==> src/rtl/audio_mix.sv <==
// Stereo mixer: NUM_SRC sources, per-source and master 0..16/16 gain, saturated OUT_W output.
// Define AUDIO_MIX_CLIP_FLAG_EN to add sticky clip_left/clip_right flags with a clip_clr input.

module audio_mix_chan #(
    parameter int IN_W  = 16,
    parameter int OUT_W = 24,
    parameter int ACC_W = 23
) (
    input  logic             clk,
    input  logic             rst_n,
    input  logic             clr,
    input  logic             acc_en,
    input  logic             load,
    input  logic [IN_W-1:0]  sample,
    input  logic [4:0]       gain,
    input  logic [4:0]       mgain,
    output logic [OUT_W-1:0] data,
    output logic             sat
);
    localparam int PW = ACC_W + 6;
    localparam int SH = OUT_W - IN_W;
    localparam int EW = PW + SH;
    localparam logic signed [EW-1:0] MAXV = EW'({1'b0, {(OUT_W-1){1'b1}}});
    localparam logic signed [EW-1:0] MINV = ~MAXV;

    logic signed [IN_W+5:0]  term;
    logic signed [ACC_W-1:0] acc;
    logic signed [PW-1:0]    prod, shr;
    logic signed [EW-1:0]    ext;
    logic                    sat_hi, sat_lo;
    logic [OUT_W-1:0]        sat_val;

    always_comb begin
        term    = (IN_W+6)'($signed(sample)) * (IN_W+6)'($signed({1'b0, gain}));
        prod    = PW'(acc) * PW'($signed({1'b0, mgain}));
        shr     = prod >>> 8;
        ext     = EW'(shr) <<< SH;
        sat_hi  = ext > MAXV;
        sat_lo  = ext < MINV;
        sat_val = sat_hi ? {1'b0, {(OUT_W-1){1'b1}}} :
                  sat_lo ? {1'b1, {(OUT_W-1){1'b0}}} : ext[OUT_W-1:0];
        sat     = load & (sat_hi | sat_lo);
    end

    always_ff @(posedge clk) begin
        if (!rst_n) begin
            acc  <= '0;
            data <= '0;
        end else begin
            if (clr)         acc <= '0;
            else if (acc_en) acc <= acc + ACC_W'(term);
            if (load)        data <= sat_val;
        end
    end
endmodule

module audio_mix #(
    parameter int NUM_SRC = 2,
    parameter int IN_W    = 16,
    parameter int OUT_W   = 24
) (
    input  logic                    clk,
    input  logic                    rst_n,
    input  logic                    next_sample,
    input  logic [NUM_SRC*IN_W-1:0] src_left,
    input  logic [NUM_SRC*IN_W-1:0] src_right,
    input  logic [NUM_SRC*5-1:0]    src_vol,
    input  logic [4:0]              master_vol,
    output logic [OUT_W-1:0]        left_data,
    output logic [OUT_W-1:0]        right_data,
    output logic                    out_valid,
    output logic                    busy,
`ifdef AUDIO_MIX_CLIP_FLAG_EN
    input  logic                    clip_clr,
    output logic                    clip_left,
    output logic                    clip_right,
`endif
    output logic                    overrun
);
    localparam int ACC_W = IN_W + 5 + $clog2(NUM_SRC) + 1;
    localparam int CNT_W = (NUM_SRC > 1) ? $clog2(NUM_SRC) : 1;
    localparam logic [CNT_W-1:0] LAST = CNT_W'(NUM_SRC - 1);

    typedef enum logic [1:0] {IDLE, ACC, SCALE, OUT} state_t;
    state_t state, state_nxt;

    logic [NUM_SRC-1:0][IN_W-1:0] snap_l, snap_r;
    logic [NUM_SRC-1:0][4:0]      snap_vol, vol_clamped;
    logic [4:0]                   snap_mvol;
    logic [CNT_W-1:0]             idx;
    logic                         start, sat_l, sat_r;

    function automatic logic [4:0] clamp16(input logic [4:0] g);
        return (g > 5'd16) ? 5'd16 : g;
    endfunction

    for (genvar k = 0; k < NUM_SRC; k++) begin : g_clamp
        assign vol_clamped[k] = clamp16(src_vol[k*5 +: 5]);
    end

    assign start = (state == IDLE) & next_sample;

    always_ff @(posedge clk) begin
        if (!rst_n) state <= IDLE;
        else        state <= state_nxt;
    end

    always_comb begin
        state_nxt = state;
        case (state)
            IDLE:    if (next_sample) state_nxt = ACC;
            ACC:     if (idx == LAST) state_nxt = SCALE;
            SCALE:   state_nxt = OUT;
            default: state_nxt = IDLE;
        endcase
    end

    always_comb begin
        busy      = (state != IDLE);
        out_valid = (state == OUT);
        overrun   = rst_n & busy & next_sample;
    end

    // The only place source inputs are sampled; everything downstream runs from the snapshot.
    always_ff @(posedge clk) begin
        if (!rst_n) begin
            snap_l    <= '0;
            snap_r    <= '0;
            snap_vol  <= '0;
            snap_mvol <= '0;
            idx       <= '0;
        end else if (start) begin
            snap_l    <= src_left;
            snap_r    <= src_right;
            snap_vol  <= vol_clamped;
            snap_mvol <= clamp16(master_vol);
            idx       <= '0;
        end else if (state == ACC) begin
            idx <= idx + 1'b1;
        end
    end

    audio_mix_chan #(.IN_W(IN_W), .OUT_W(OUT_W), .ACC_W(ACC_W)) u_chan_l (
        .clk(clk), .rst_n(rst_n), .clr(start), .acc_en(state == ACC), .load(state == SCALE),
        .sample(snap_l[idx]), .gain(snap_vol[idx]), .mgain(snap_mvol),
        .data(left_data), .sat(sat_l)
    );

    audio_mix_chan #(.IN_W(IN_W), .OUT_W(OUT_W), .ACC_W(ACC_W)) u_chan_r (
        .clk(clk), .rst_n(rst_n), .clr(start), .acc_en(state == ACC), .load(state == SCALE),
        .sample(snap_r[idx]), .gain(snap_vol[idx]), .mgain(snap_mvol),
        .data(right_data), .sat(sat_r)
    );

`ifdef AUDIO_MIX_CLIP_FLAG_EN
    // Set has priority over clear so a clip landing on a clear cycle is not lost.
    always_ff @(posedge clk) begin
        if (!rst_n) begin
            clip_left  <= 1'b0;
            clip_right <= 1'b0;
        end else begin
            if (sat_l)         clip_left  <= 1'b1;
            else if (clip_clr) clip_left  <= 1'b0;
            if (sat_r)         clip_right <= 1'b1;
            else if (clip_clr) clip_right <= 1'b0;
        end
    end
`else
    logic unused_sat;
    assign unused_sat = sat_l ^ sat_r;
`endif
endmodule
==> config.mk <==
export PLATFORM = sky130hd
export DESIGN_NAME = audio_mix
export DESIGN_NICKNAME = d
export VERILOG_FILES = /design/src/rtl/audio_mix.sv
export SDC_FILE = /design/constraint.sdc
export NUM_CORES = 1
export LEC_CHECK = 0
export CORE_MARGIN = 3
export CORE_UTILIZATION = 30
export DETAILED_ROUTE_END_ITERATION = 6
export HOLD_SLACK_MARGIN = 0.06
export PLACE_DENSITY = 0.43
export SETUP_SLACK_MARGIN = 0.5
export SYNTH_ARGS = -nofsm -noshare
export SYNTH_HDL_FRONTEND = slang
export SYNTH_SLANG_ARGS = --single-unit
==> constraint.sdc <==
create_clock -name clk -period 8.53 [get_ports clk]
set_input_delay 0.853 -clock clk [delete_from_list [all_inputs] [get_ports clk]]
set_output_delay 0.853 -clock clk [all_outputs]
set_load 0.05 [all_outputs]
# Word-level counts from Yosys, hierarchy flattened
# Cells that the tools add are included.
# op_classes
order_cmp,8
n_addsub,3
n_shift,0
multipliers,4
bitwise_logic,4
n_div,0
eq_ne,5
mux,16
reduce_logical,4
# op_table
operator,count
two-way mux 24 bit,4
two-way mux 16 bit,4
"> comparator 29 x 24 -> 1 bit, second input constant",2
"< comparator 29 x 24 -> 1 bit, second input constant",2
multiplier 23 x 6 -> 29 bit,2
adder 23 x 22 -> 23 bit,2
multiplier 16 x 6 -> 22 bit,2
two-way mux 5 bit,5
"> comparator 5 bit, second input constant",3
case mux 2 bit (3 select lines),1
"equality test 2 bit, second input constant",2
two-way mux 2 bit,2
"!= test 2 bit, second input constant",2
bitwise AND 1 bit,3
"equality test 2 x 1 -> 1 bit, second input constant",1
zero test 2 bit,1
"< comparator 1 x 2 -> 1 bit, second input constant",1
AND reduction 2 bit,1
nonzero test 2 bit,1
OR reduction 2 bit,1
"adder 1 bit, second input constant",1
inverter 1 bit,1
# totals
register_bits,176
input_bits,82
elab_cells,57
latch_bits,0
n_memories,0
ramBits,0
romBits,0

# Longest topological paths before layout
# Gate-level depths: netlist of the first run.
# depth
ltp_word,4
ltp_mapped,23
mapped_depth_nobuf,21

# Modules after synthesis
# From an unflattened synthesis of the first run, not the netlist that was laid out.
# hier_totals
hier_cells,2380
hier_area_um2,21262.9
# by_module_without_submodules
module,cells_each,instances,area_each_um2
audio_mix_chan at u_chan_r,1016,1,8974.9
audio_mix_chan at u_chan_l,957,1,8703.3
audio_mix,407,1,3584.7

# Worst setup path after synthesis of the first run
# OpenSTA, ideal clock, no wires.
# synth_path
kind,flip-flop to flip-flop
from,register idx
to,register u_chan_r.acc[22]
setup_ns,0.132
setup_slack_ns,2.656
path_stages_with_launch,23
arrival_ns,5.742
required_time_ns,8.398
n_path_buf,2
cell_sequence,dfxtp_1 -> buf_1 -> buf_1 -> mux2i_1 -> nor2_1 -> fa_1 -> inv_1 -> fa_1 -> inv_1 -> fa_1 -> inv_1 -> fa_1 -> inv_1 -> ha_1 -> or3_1 -> o21bai_1 -> o211ai_1 -> a41oi_1 -> a21oi_1 -> a31oi_1 -> xnor2_1 -> a21o_1 -> a21oi_1
# synth_via
elab_chain_len,4
# synth_lines
element,line,text
"start, declared",90,logic [CNT_W-1:0] idx;
"start signal, assigned",139,idx <= idx + 1'b1;
two-way mux 16 bit (implied by the code) or two-way mux 5 bit (tied branches) (2 in series),151,".sample(snap_r[idx]), .gain(snap_vol[idx]), .mgain(snap_mvol),"
multiplier 16 x 6 -> 22 bit *,34,"term = (IN_W+6)'($signed(sample)) * (IN_W+6)'($signed({1'b0, gain}));"
adder 23 x 22 -> 23 bit *,51,else if (acc_en) acc <= acc + ACC_W'(term);
"end signal, assigned",51,
"end, declared",27,logic signed [ACC_W-1:0] acc;
# Mark *: on every way between the ends. The rest lies on a longest branch, timed or not. The select of a mux whose other input is x is not followed.
# A chain may end at the register's enable or synchronous reset.

# Worst setup path after layout of the first run
# Same ends and word-level chain as after synthesis.

==> results of run 1 <==
through the flow:
| step | instance area (sq um) | util | instances | worst slack (ps) | power (W) |
|---|---|---|---|---|---|
| after floorplan | 21170 | - | 2516 | 2656 | 0.001858 |
| after global placement | 23330 | 0.3371 | 3484 | 2051 | 0.002232 |
| after detailed placement | 23330 | 0.3371 | 3484 | 1946 | 0.002249 |
| after CTS | 23900 | 0.3455 | 3516 | 1923 | 0.003043 |
| after global routing | 23900 | 0.3455 | 3516 | 1533 | 0.003226 |
| final | 23900 | 0.3455 | 3516 | 1994 | 0.002983 |
cell usage in the layout, fill, tap and decap left out, drive strengths merged, types with 18 or more instances in the layout:
| master | Yosys | layout |
|---|---|---|
| a21boi | 70 | 70 |
| a21o | 33 | 33 |
| a21oi | 92 | 92 |
| and2 | 214 | 214 |
| buf | 32 | 18 |
| clkbuf | 80 | 19 |
| clkdlybuf4s50 | 0 | 131 |
| dfxtp | 162 | 162 |
| fa | 276 | 276 |
| ha | 202 | 202 |
| inv | 441 | 445 |
| mux2i | 75 | 75 |
| nand2 | 229 | 229 |
| nand3 | 20 | 20 |
| nor2 | 232 | 232 |
| nor2b | 28 | 28 |
| nor3 | 18 | 18 |
| o211ai | 18 | 18 |
| o21ai | 50 | 50 |
| xnor2 | 58 | 58 |
| xor2 | 29 | 29 |
worst max-delay path: stages (launching register included):
cell and delay, ps:
sky130_fd_sc_hd__dfxtp_2 770, sky130_fd_sc_hd__buf_4 450, sky130_fd_sc_hd__mux2i_2 250, sky130_fd_sc_hd__buf_4 370, sky130_fd_sc_hd__nor2_1 130, sky130_fd_sc_hd__fa_1 540
sky130_fd_sc_hd__inv_1 60, sky130_fd_sc_hd__fa_1 540, sky130_fd_sc_hd__inv_1 50, sky130_fd_sc_hd__fa_1 470, sky130_fd_sc_hd__inv_1 50, sky130_fd_sc_hd__fa_1 480
sky130_fd_sc_hd__inv_1 50, sky130_fd_sc_hd__ha_1 190, sky130_fd_sc_hd__or3_1 370, sky130_fd_sc_hd__o21bai_1 380, sky130_fd_sc_hd__o211ai_1 210, sky130_fd_sc_hd__a41oi_1 280
sky130_fd_sc_hd__a21oi_1 130, sky130_fd_sc_hd__a31oi_1 240, sky130_fd_sc_hd__xnor2_1 170, sky130_fd_sc_hd__nand3_1 100, sky130_fd_sc_hd__a21oi_1 180
routing by layer:
| metal | global-route usage | part of all wire | vias up |
|---|---|---|---|
| li1 | - | - | 7979 |
| met1 | 0.2123 | 0.56 | 7236 |
| met2 | 0.2025 | 0.40 | 201 |
| met3 | 0.02254 | 0.032 | 28 |
| met4 | 0.03050 | 0.012 | 0 |
| met5 | 0 | 0 | - |
logic make-up after synthesis:
family / count (synthesis) / share of synthesized area
AND/OR/NAND/NOR: 825 / 0.1893
buffers and inverters: 553 / 0.1013
adder cells (fa/ha/maj): 478 / 0.3804
AO/OA/AOI/OAI: 335 / 0.1038
flip-flops: 162 / 0.1532
XOR/XNOR: 87 / 0.03599
multiplexers: 76 / 0.03599
how the worst min path moves through the flow:
stage	slack, ps	startpoint	end
after floorplan	440	snap_l[10]	snap_l[10]
after global placement	450	u_chan_l.data[8]	u_chan_l.data[8]
after detailed placement	450	u_chan_l.data[8]	u_chan_l.data[8]
after CTS	470	u_chan_l.data[8]	u_chan_l.data[8]
after global routing	490	snap_r[12]	snap_r[12]
final	460	u_chan_l.data[8]	u_chan_l.data[8]
synthesized netlist by cell type (all sizes together), types with 8 or more instances:
| cell | n |
|---|---|
| mux2i | 75 |
| fa | 276 |
| o211ai | 18 |
| o21ai | 50 |
| a21boi | 70 |
| buf | 32 |
| xnor2 | 58 |
| and2 | 214 |
| xor2 | 29 |
| a31oi | 14 |
| dfxtp | 162 |
| nor2b | 28 |
| and3 | 8 |
| clkbuf | 80 |
| nand3 | 20 |
| a21o | 33 |
| a211oi | 16 |
| a21oi | 92 |
| or2 | 12 |
| nor2 | 232 |
| nand2b | 16 |
| nor3 | 18 |
| nand2 | 229 |
| nand4 | 11 |
| ha | 202 |
| nor3b | 15 |
| inv | 441 |
sequential cells by signal, summed over array words and instances (netlist names):
name,cells
u_chan_r.data,17
u_chan_l.acc,23
snap_mvol,5
u_chan_l.data,17
snap_vol,10
state,2
snap_r,32
snap_l,32
u_chan_r.acc,23
idx,1
area by class of cell:
type                       instances  area [sq um]  share of cell area
sequential                       162          3244              0.1357
clock buffer                      19         452.9             0.01895
clock inverter                    13         123.9            0.005182
multi-input combinational       1801         15820              0.6617
timing repair buffer             149          1444             0.06041
tap                              931          1165             0.04873
inverter                         441          1655             0.06925
power by group:
part / leakage (nW) / internal, W / switching [W] / total [W]
clock network: 0.277 / 0.000420 / 0.000353 / 0.000773
registers: 1.32 / 0.000868 / 0.000108 / 0.000977
logic: 9.95 / 0.000441 / 0.000792 / 0.00123
total: 11.6 / 0.00173 / 0.00125 / 0.00298
==> Flow_metrics.wiki, run 1 <==
{| class="wikitable"
! Metric !! Value
|-
| Antenna viol nets, final || 0
|-
| Htree depth || 4
|-
| Clock net sink count || 162
|-
| Die Height || about 270 um
|-
| Sequential area share after synthesis || 0.1532
|-
| Syn Nets || 3076
|-
| Tightest Pin Transition || about 1200 ps
|-
| R2R setup slack || 1990 ps
|-
| Leading post-synthesis cells by cell area || sky130_fd_sc_hd__fa_1, sky130_fd_sc_hd__dfxtp_1, sky130_fd_sc_hd__ha_1
|-
| Area growth from synthesis to layout || 12.91%
|-
| Wire length of the first global-routing pass || ~85000 um
|-
| Fin Hold WS || 461.2 ps
|-
| Antenna diodes || 0
|-
| Port Buffers || 132
|-
| Worst Path Class, Setup || reg2reg
|-
| Static power due to leakage || 11.55 nW
|-
| Number of instances in the synthesized netlist || 2516
|-
| Reg-to-reg endpoint || u_chan_r.acc[22]
|-
| PwrDens || 124.8 nW/um^2
|-
| Area leader, netlist || sky130_fd_sc_hd__fa_1
|-
| Nets || 3132
|-
| DR iter-0 viols || 524
|-
| Per-cell via count in the routed design || 4.392
|-
| Cts repair resizes || 0
|-
| Total CTS buffers || 17
|-
| Fraction of post-synthesis cell area in the top cell type by area || 0.2610
|-
| DRC errors left || 0
|-
| WL/cell || 13.97 um
|-
| Avg Cell Area, Syn || 8.414 sq um
|-
| Pin count of the biggest net entering global routing || ~110
|-
| CTS tree || yes
|-
| Hold Vio Cnt, Final || 0
|-
| Type of element launching the critical path || flop
|-
| Fillers || 7314
|-
| Startpoint of the lowest-slack register-to-register path || idx
|-
| Largest voltage drop on the vdd net || around 160 uV
|-
| Final critical delay including setup and external delays || about 6500 ps
|-
| Residual overflow from global routing || 0
|-
| Number of cell rows || 96
|-
| Worst slew margin || 0.1969
|-
| Worst hold stages || 2
|-
| Setup tns final || 0 ps
|-
| Routed vias || 15.44k
|-
| Max-cap violations || 0
|-
| Unrepaired setup endpoints after global routing || no
|-
| Share of the clock period used by the worst path || 0.7663
|-
| Maximum clock frequency || around 150 MHz
|-
| Max-slew violation total from the final report || 0
|-
| Clk Latency, worst-skew pair || 470 ps
|-
| Total of warnings raised by yosys || 0
|-
| Post-CTS Setup Inserts || 0
|-
| Fraction of final layout cells sized beyond drive strength 1 || 0.03056
|-
| Share of synthesized registers carrying an async set or reset || 0
|-
| # IOs || 133
|-
| R2R cell count || 22
|-
| Post-Route Skew || 17.17 ps
|-
| Clock edge transition at the registers on the reported setup and hold paths || around 70 ps
|-
| Most used flip-flop cell after synthesis || sky130_fd_sc_hd__dfxtp_1
|-
| Worst endpoint required time || 8920 ps
|-
| Critical Path End || u_chan_r.acc[22]
|-
| EDFF count, synth || 0
|-
| CP Launch Point || idx
|-
| Buffer depth of the longest clock path || 2
|-
| Number of endpoints failing setup at the final stage || 0
|-
| Total core area || 69190 sq um
|-
| Yosys reg bits || 162
|-
| WP data arrival || 6930 ps
|-
| Detailed placement HPWL || 40960 um
|-
| Routability congestion estimate from global placement || ~0.8
|-
| Initial cell density of the core || 0.3060
|-
| Via count of the first global-routing pass || 16.44k
|-
| Worst Hold Class || reg2reg
|-
| Die X-Extent || between 200 and 300 um
|-
| GRT Total Usage || 0.1387
|-
| Cell chosen for the clock root || sky130_fd_sc_hd__clkbuf_16
|-
| Status || finished clean
|-
| Number of antenna violations at the first check in global routing || 0
|-
| Cell area after technology mapping || around 21000 sq um
|-
| Post-synthesis cell type count || 62
|-
| Critical path fanouts, max || 32
|-
| Quantity of hold-fixing buffers added after cts || 0
|-
| Kind of capture point of the worst setup path || flop
|-
| Post-Route WL || 49130 um
|-
| First-pass iteration count of the detailed router || 5
|-
| Die area || 73790 sq um
|}
Power figures use the tool's default switching activity.
==> inputs of run 2 (changes only) <==
--- a/config.mk
+++ b/config.mk
@@ -9,7 +9,7 @@
 export CORE_UTILIZATION = 30
 export DETAILED_ROUTE_END_ITERATION = 6
 export HOLD_SLACK_MARGIN = 0.06
-export PLACE_DENSITY = 0.43
+export PLACE_DENSITY = 0.45
 export SETUP_SLACK_MARGIN = 0.5
 export SYNTH_ARGS = -nofsm -noshare
 export SYNTH_HDL_FRONTEND = slang
==> constraint.sdc (replaced) <==
create_clock -name clk -period 5.49 [get_ports clk]
set_input_delay 0.549 -clock clk [delete_from_list [all_inputs] [get_ports clk]]
set_output_delay 0.549 -clock clk [all_outputs]
set_load 0.05 [all_outputs]
==> Flow_metrics.wiki, run 2 (synthesis gave the netlist of run 1 again) <==
{| class="wikitable"
! Metric !! Value
|-
| Critical path fanouts, max || 7 (-78%)
|-
| Unrepaired setup endpoints after global routing || yes
|-
| Die Height || 271.6 um (unchanged)
|-
| # IOs || 133 (unchanged)
|-
| Cell chosen for the clock root || sky130_fd_sc_hd__clkbuf_16
|-
| Via count of the first global-routing pass || 17.32k (+5.3%)
|-
| Total CTS buffers || 17 (unchanged)
|-
| Worst Path Class, Setup || reg2reg
|-
| Clk Latency, worst-skew pair || 480 ps (about the same)
|-
| DRC errors left || 0 (unchanged)
|-
| Kind of capture point of the worst setup path || flop
|-
| Residual overflow from global routing || 0 (unchanged)
|-
| Post-Route WL || 54520 um (+11%)
|-
| Port Buffers || 132 (unchanged)
|-
| Setup tns final || 0 ps (unchanged)
|-
| First-pass iteration count of the detailed router || 5 (unchanged)
|-
| Worst Hold Class || reg2reg
|-
| Share of the clock period used by the worst path || 0.9563 (+0.1900)
|-
| Max-slew violation total from the final report || 0 (unchanged)
|-
| PwrDens || 197.8 nW/um^2 (+59%)
|-
| Most common cell after layout, fill and taps aside || sky130_fd_sc_hd__inv_1
|-
| Worst endpoint required time || 5880 ps (-3040 ps)
|-
| Highest-count cells in the layout ignoring fill and taps || sky130_fd_sc_hd__inv_1, sky130_fd_sc_hd__fa_1, sky130_fd_sc_hd__nor2_1, sky130_fd_sc_hd__nand2_1, sky130_fd_sc_hd__and2_1
|-
| Fillers || 6952 (-4.9%)
|-
| Die X-Extent || 271.6 um (unchanged)
|-
| Buffer depth of the longest clock path || 2 (unchanged)
|-
| Number of antenna violations at the first check in global routing || 0 (unchanged)
|-
| WP data arrival || 5640 ps (-1290 ps)
|-
| CTS tree || yes
|-
| Worst slew margin || 0.2293 (+0.03241)
|-
| Final core utilization || 0.3981 (+0.05263)
|-
| Number of endpoints failing setup at the final stage || 0 (unchanged)
|-
| Number of cell rows || 96 (unchanged)
|-
| Per-cell via count in the routed design || 4.475 (+1.9%)
|-
| Clock edge transition at the registers on the reported setup and hold paths || 70 ps (about the same)
|-
| Antenna viol nets, final || 0 (unchanged)
|-
| Hold Vio Cnt, Final || 0 (unchanged)
|-
| Post-Route Skew || 11.33 ps (-5.842 ps)
|-
| Quantity of hold-fixing buffers added after cts || 0 (unchanged)
|-
| Initial cell density of the core || 0.3060 (unchanged)
|-
| Final critical delay including setup and external delays || 5250 ps (-1286 ps)
|-
| Pin count of the biggest net entering global routing || 88 (-16%)
|-
| Status || finished clean
|-
| Fraction of final layout cells sized beyond drive strength 1 || 0.1828 (+0.1523)
|-
| DR iter-0 viols || 490 (-6.5%)
|-
| Detailed placement HPWL || 41230 um (+0.67%)
|-
| Largest registers ranked by flip-flop count || snap_l x32, snap_r x32
|-
| Total core area || 69190 sq um (unchanged)
|-
| Maximum clock frequency || 190.5 MHz (+25%)
|-
| Routed vias || 16.46k (+6.6%)
|-
| Nets || 3293 (+5.1%)
|-
| Largest voltage drop on the vdd net || 215.2 uV (+35%)
|-
| WL/cell || 14.82 um (+6.1%)
|-
| GRT Total Usage || 0.1505 (+0.01183)
|-
| Max-cap violations || 0 (unchanged)
|-
| Clock net sink count || 162 (unchanged)
|-
| Type of element launching the critical path || flop
|-
| Routability congestion estimate from global placement || 0.8063 (-1.5%)
|-
| Htree depth || 4 (unchanged)
|-
| Area growth from synthesis to layout || 30.11%
|-
| Static power due to leakage || 12.58 nW (+8.9%)
|-
| R2R setup slack || 240 ps (-1750 ps)
|-
| Tightest Pin Transition || 1154 ps (-45.40 ps)
|-
| Wire length of the first global-routing pass || 90700 um (+7.2%)
|-
| Die area || 73790 sq um (unchanged)
|}
-- run 2: cell types whose count changed in the layout (fill, tap and decap cells not counted), moves of 20 or more --
cell	change
sky130_fd_sc_hd__a21oi_2	+33
sky130_fd_sc_hd__ha_1	-48
sky130_fd_sc_hd__buf_4	+102
sky130_fd_sc_hd__mux2i_1	-24
sky130_fd_sc_hd__nor2_1	-22
sky130_fd_sc_hd__nor2_2	+20
sky130_fd_sc_hd__nand2_1	-21
sky130_fd_sc_hd__ha_4	+40
sky130_fd_sc_hd__buf_12	+27
sky130_fd_sc_hd__a21oi_1	-38
-- run 2: final cells by class --
cell class                      count  area, sq um  area share
Tap cell                          931         1165     0.04229
Multi-Input combinational cell   1802        17530      0.6365
Sequential cell                   162         3262      0.1184
Timing Repair Buffer              309         3321      0.1206
Clock buffer                       20        456.7     0.01658
Inverter                          441         1658     0.06019
Clock inverter                     12        148.9    0.005406
Antenna cell                        1        2.502  0.00009085
-- run 2: what timing repair did --
item	in CTS	in global routing
endpoints found under the setup margin	53	56
pin swaps	94	110
setup buffers	56	34
gates cloned	13	3
resized for setup	176	178
-- run 2: critical path, stage by stage, from the launching register on --
cell                       delay [ps]
sky130_fd_sc_hd__dfxtp_4          370
sky130_fd_sc_hd__buf_4            140
sky130_fd_sc_hd__buf_16           110
sky130_fd_sc_hd__mux2i_4          300
sky130_fd_sc_hd__buf_6            150
sky130_fd_sc_hd__buf_16           130
sky130_fd_sc_hd__nor2_1            60
sky130_fd_sc_hd__ha_1             310
sky130_fd_sc_hd__fa_1             490
sky130_fd_sc_hd__fa_1             500
sky130_fd_sc_hd__inv_1             50
sky130_fd_sc_hd__fa_1             480
sky130_fd_sc_hd__inv_1             70
sky130_fd_sc_hd__ha_4             240
sky130_fd_sc_hd__a21o_1           170
sky130_fd_sc_hd__nor3b_2          160
sky130_fd_sc_hd__o31ai_1          230
sky130_fd_sc_hd__o211ai_1         180
sky130_fd_sc_hd__a41oi_2          230
sky130_fd_sc_hd__a21oi_2          100
sky130_fd_sc_hd__a31oi_1          200
sky130_fd_sc_hd__xnor2_1          170
sky130_fd_sc_hd__nand3_1          130
sky130_fd_sc_hd__a21oi_2          180
-- run 2: layer usage --
layer,routed length [um],track usage
met5,0,0
met2,24080,0.2351
met3,1444,0.02068
met1,28250,0.2196
met4,748,0.03516
-- run 2: power by group --
| group | switching, W | internal, W | total (W) |
|---|---|---|---|
| combinational | 0.00149 | 0.00117 | 0.00266 |
| clock | 0.000565 | 0.000704 | 0.00127 |
| sequential | 0.000169 | 0.00135 | 0.00152 |
| total | 0.00222 | 0.00323 | 0.00545 |
-- run 2: per-stage QoR --
stage | std cells | area [sq um] | setup slack (ps) | hold slack [ps] | total power, W
CTS | 3640 | 26410 | 284.2 | 460.6 | 0.005368
detailed placement | 3539 | 24070 | 66.51 | 448.7 | 0.003684
global placement | 3539 | 24070 | 90.76 | 446.1 | 0.003659
floorplan | 2516 | 21430 | 500.8 | 442.8 | 0.002976
global route | 3677 | 27540 | -67.10 | 465.7 | 0.005826
finish | 3678 | 27540 | 240.1 | 448.1 | 0.005448
-- run 2: path summary, 6_finish.rpt --
kind | to | startpoint | cells after the start
worst min-delay path | u_chan_l.data[8] | u_chan_l.data[8] | 2
worst min register to register | u_chan_l.data[8] | u_chan_l.data[8] | 2
worst max register to register | u_chan_r.acc[22] | idx | 23
worst max-delay path | u_chan_r.acc[22] | idx | 23
==> inputs of run 3 (changes only) <==
--- a/config.mk
+++ b/config.mk
@@ -8,8 +8,7 @@
 export CORE_MARGIN = 3
 export CORE_UTILIZATION = 30
 export DETAILED_ROUTE_END_ITERATION = 6
-export HOLD_SLACK_MARGIN = 0.06
-export PLACE_DENSITY = 0.45
+export PLACE_DENSITY = 0.49
 export SETUP_SLACK_MARGIN = 0.5
 export SYNTH_ARGS = -nofsm -noshare
 export SYNTH_HDL_FRONTEND = slang
==> Flow_metrics.wiki, run 3 (synthesis gave the netlist of run 1 again) <==
{| class="wikitable"
! Metric !! Value
|-
| Design Power || 0.005471 W (+0.42%)
|-
| Routability congestion estimate from global placement || 0.8218 (+1.9%)
|-
| Type of element launching the critical path || flop
|-
| Per-cell via count in the routed design || 4.494 (+0.41%)
|-
| DR iter-0 viols || 603 (+23%)
|-
| Total core area || 69190 sq um (unchanged)
|-
| Total CTS buffers || 17 (unchanged)
|-
| Slack of the critical path || 284.9 ps (+44.78 ps)
|-
| Critical path fanouts, max || 6 (-1)
|-
| First-pass iteration count of the detailed router || 4 (-1)
|-
| Fin Hold WS || 459.7 ps (+11.57 ps)
|-
| Worst hold stages || 2 (unchanged)
|-
| Reg-to-reg endpoint || u_chan_r.acc[22]
|-
| Most common cell after layout, fill and taps aside || sky130_fd_sc_hd__inv_1
|-
| Largest voltage drop on the vdd net || 262.4 uV (+22%)
|-
| Htree depth || 4 (unchanged)
|-
| Number of endpoints failing setup at the final stage || 0 (unchanged)
|-
| Final core utilization || 0.3987 (+0.0006330)
|-
| Worst Hold Class || reg2reg
|-
| Largest registers ranked by flip-flop count || snap_l x32, snap_r x32
|-
| Worst Path Class, Setup || reg2reg
|-
| Beginning of the worst hold path || u_chan_l.data[14]
|-
| Max-cap violations || 0 (unchanged)
|-
| GRT Total Usage || 0.1470 (-0.003539)
|-
| Clk Latency, worst-skew pair || 480 ps (about the same)
|-
| Number of antenna violations at the first check in global routing || 2 (+2)
|-
| Pin count of the biggest net entering global routing || 102 (+16%)
|-
| Maximum clock frequency || 192.1 MHz (+0.86%)
|-
| Number of cell rows || 96 (unchanged)
|-
| Buffer depth of the longest clock path || 2 (unchanged)
|-
| PwrDens || 198.3 nW/um^2 (+0.27%)
|-
| Area growth from synthesis to layout || 30.32%
|-
| Final critical delay including setup and external delays || 5205 ps (-44.77 ps)
|-
| Antenna viol nets, final || 0 (unchanged)
|-
| Wire length of the first global-routing pass || 89620 um (-1.2%)
|-
| Worst slew margin || 0.2608 (+0.03146)
|-
| Fraction of final layout cells sized beyond drive strength 1 || 0.1792 (-0.003631)
|-
| Static power due to leakage || 12.64 nW (+0.50%)
|-
| Setup tns final || 0 ps (unchanged)
|-
| Port Buffers || 132 (unchanged)
|-
| Clock edge transition at the registers on the reported setup and hold paths || 80 ps (about the same)
|-
| Kind of capture point of the worst setup path || flop
|-
| Initial cell density of the core || 0.3060 (unchanged)
|-
| Detailed placement HPWL || 40750 um (-1.2%)
|-
| Via count of the first global-routing pass || 17.63k (+1.8%)
|-
| Die X-Extent || 271.6 um (unchanged)
|-
| Highest-count cells in the layout ignoring fill and taps || sky130_fd_sc_hd__inv_1, sky130_fd_sc_hd__fa_1, sky130_fd_sc_hd__nor2_1, sky130_fd_sc_hd__nand2_1, sky130_fd_sc_hd__and2_1
|-
| Unrepaired setup endpoints after global routing || yes
|-
| CTS tree || yes
|-
| Hold-critical path endpoint || u_chan_l.data[14]
|-
| WL/cell || 14.69 um (-0.87%)
|-
| Nets || 3304 (+0.33%)
|-
| Post-Route Skew || 15.10 ps (+3.769 ps)
|-
| # IOs || 133 (unchanged)
|-
| Status || finished clean
|-
| Pre-CTS WS || 32.16 ps (-34.35 ps)
|-
| Worst endpoint required time || 5830 ps (-50 ps)
|-
| Hold Vio Cnt, Final || 0 (unchanged)
|-
| Tightest Pin Transition || 1107 ps (-47.10 ps)
|-
| R2R setup slack || 280 ps (+40 ps)
|-
| Clock net sink count || 162 (unchanged)
|-
| Cell chosen for the clock root || sky130_fd_sc_hd__clkbuf_16
|-
| Post-Route WL || 54210 um (-0.57%)
|-
| Residual overflow from global routing || 0 (unchanged)
|-
| Max-slew violation total from the final report || 0 (unchanged)
|-
| WP data arrival || 5540 ps (-100 ps)
|-
| Routed vias || 16.58k (+0.71%)
|-
| R2R cell count || 22 (-4.3%)
|-
| DRC errors left || 0 (unchanged)
|-
| Die area || 73790 sq um (unchanged)
|-
| Startpoint of the lowest-slack register-to-register path || idx
|-
| Share of the clock period used by the worst path || 0.9481 (-0.008156)
|-
| Die Height || 271.6 um (unchanged)
|}
-- run 3: through the flow --
stage | instances | cell area [sq um]
2_1_floorplan | 2516 | 21430
3_3_place_gp | 3527 | 23960
3_5_place_dp | 3527 | 23960
4_1_cts | 3633 | 26180
5_1_grt | 3688 | 27590
6_report | 3689 | 27590
-- run 3: how the worst max path moves through the flow --
stage / startpoint / end / slack [ps] / depth (start not counted)
2_1_floorplan: snap_mvol[0] / u_chan_l.data[16] / 500 / 20
3_3_place_gp: idx / u_chan_r.acc[22] / 130 / 22
3_5_place_dp: idx / u_chan_r.acc[22] / 30 / 22
4_1_cts: idx / u_chan_r.acc[22] / 340 / 24
5_1_grt: idx / u_chan_r.acc[22] / -20 / 24
6_report: idx / u_chan_r.acc[22] / 280 / 22
-- run 3: critical path, cell delays in order, from the launching register on --
cell and delay (ps):
sky130_fd_sc_hd__dfxtp_4 390, sky130_fd_sc_hd__buf_12 120, sky130_fd_sc_hd__buf_12 120, sky130_fd_sc_hd__buf_12 130
sky130_fd_sc_hd__mux2i_4 300, sky130_fd_sc_hd__nor2_1 90, sky130_fd_sc_hd__fa_1 530, sky130_fd_sc_hd__fa_1 430
sky130_fd_sc_hd__fa_1 490, sky130_fd_sc_hd__inv_1 50, sky130_fd_sc_hd__fa_1 470, sky130_fd_sc_hd__inv_1 40
sky130_fd_sc_hd__ha_2 330, sky130_fd_sc_hd__o21a_1 170, sky130_fd_sc_hd__nor2_4 50, sky130_fd_sc_hd__o21bai_4 160
sky130_fd_sc_hd__o211ai_1 310, sky130_fd_sc_hd__a41oi_2 190, sky130_fd_sc_hd__a21oi_2 210, sky130_fd_sc_hd__a31oi_1 110
sky130_fd_sc_hd__xnor2_1 190, sky130_fd_sc_hd__a21o_1 130, sky130_fd_sc_hd__a21oi_1 50
-- run 3: final cells by class --
class	instances	area, sq um
Inverter	441	1660
Clock buffer	18	450.4
Multi-Input combinational cell	1802	17560
Fill cell	6918	41600
Timing Repair Buffer	320	3314
Antenna cell	1	2.502
Tap cell	931	1165
Sequential cell	162	3271
Clock inverter	14	168.9
-- run 3: power by group --
part	leakage (nW)	internal, W	switching, W
Combinational	11.0	0.00116	0.00148
Sequential	1.33	0.00135	0.000182
Clock	0.303	0.000711	0.000581
Total	12.6	0.00323	0.00225
-- run 3: repair_timing --
action / CTS / global route
hold buffers: 0 / 0
endpoints found under the setup margin: 52 / 57
gates resized for setup: 172 / 209
pin swaps: 89 / 111
setup buffers: 67 / 49
gates cloned: 7 / 6
-- run 3: per-layer routing --
metal / share of wire / vias to the layer above / routed length (um) / GRT usage
met5: 0 / - / 0 / 0
met4: 0.014 / 0 / 755 / 0.03685
met3: 0.027 / 43 / 1480 / 0.01918
met2: 0.46 / 220 / 24680 / 0.2383
met1: 0.50 / 7962 / 27290 / 0.2067
li1: - / 8352 / - / -
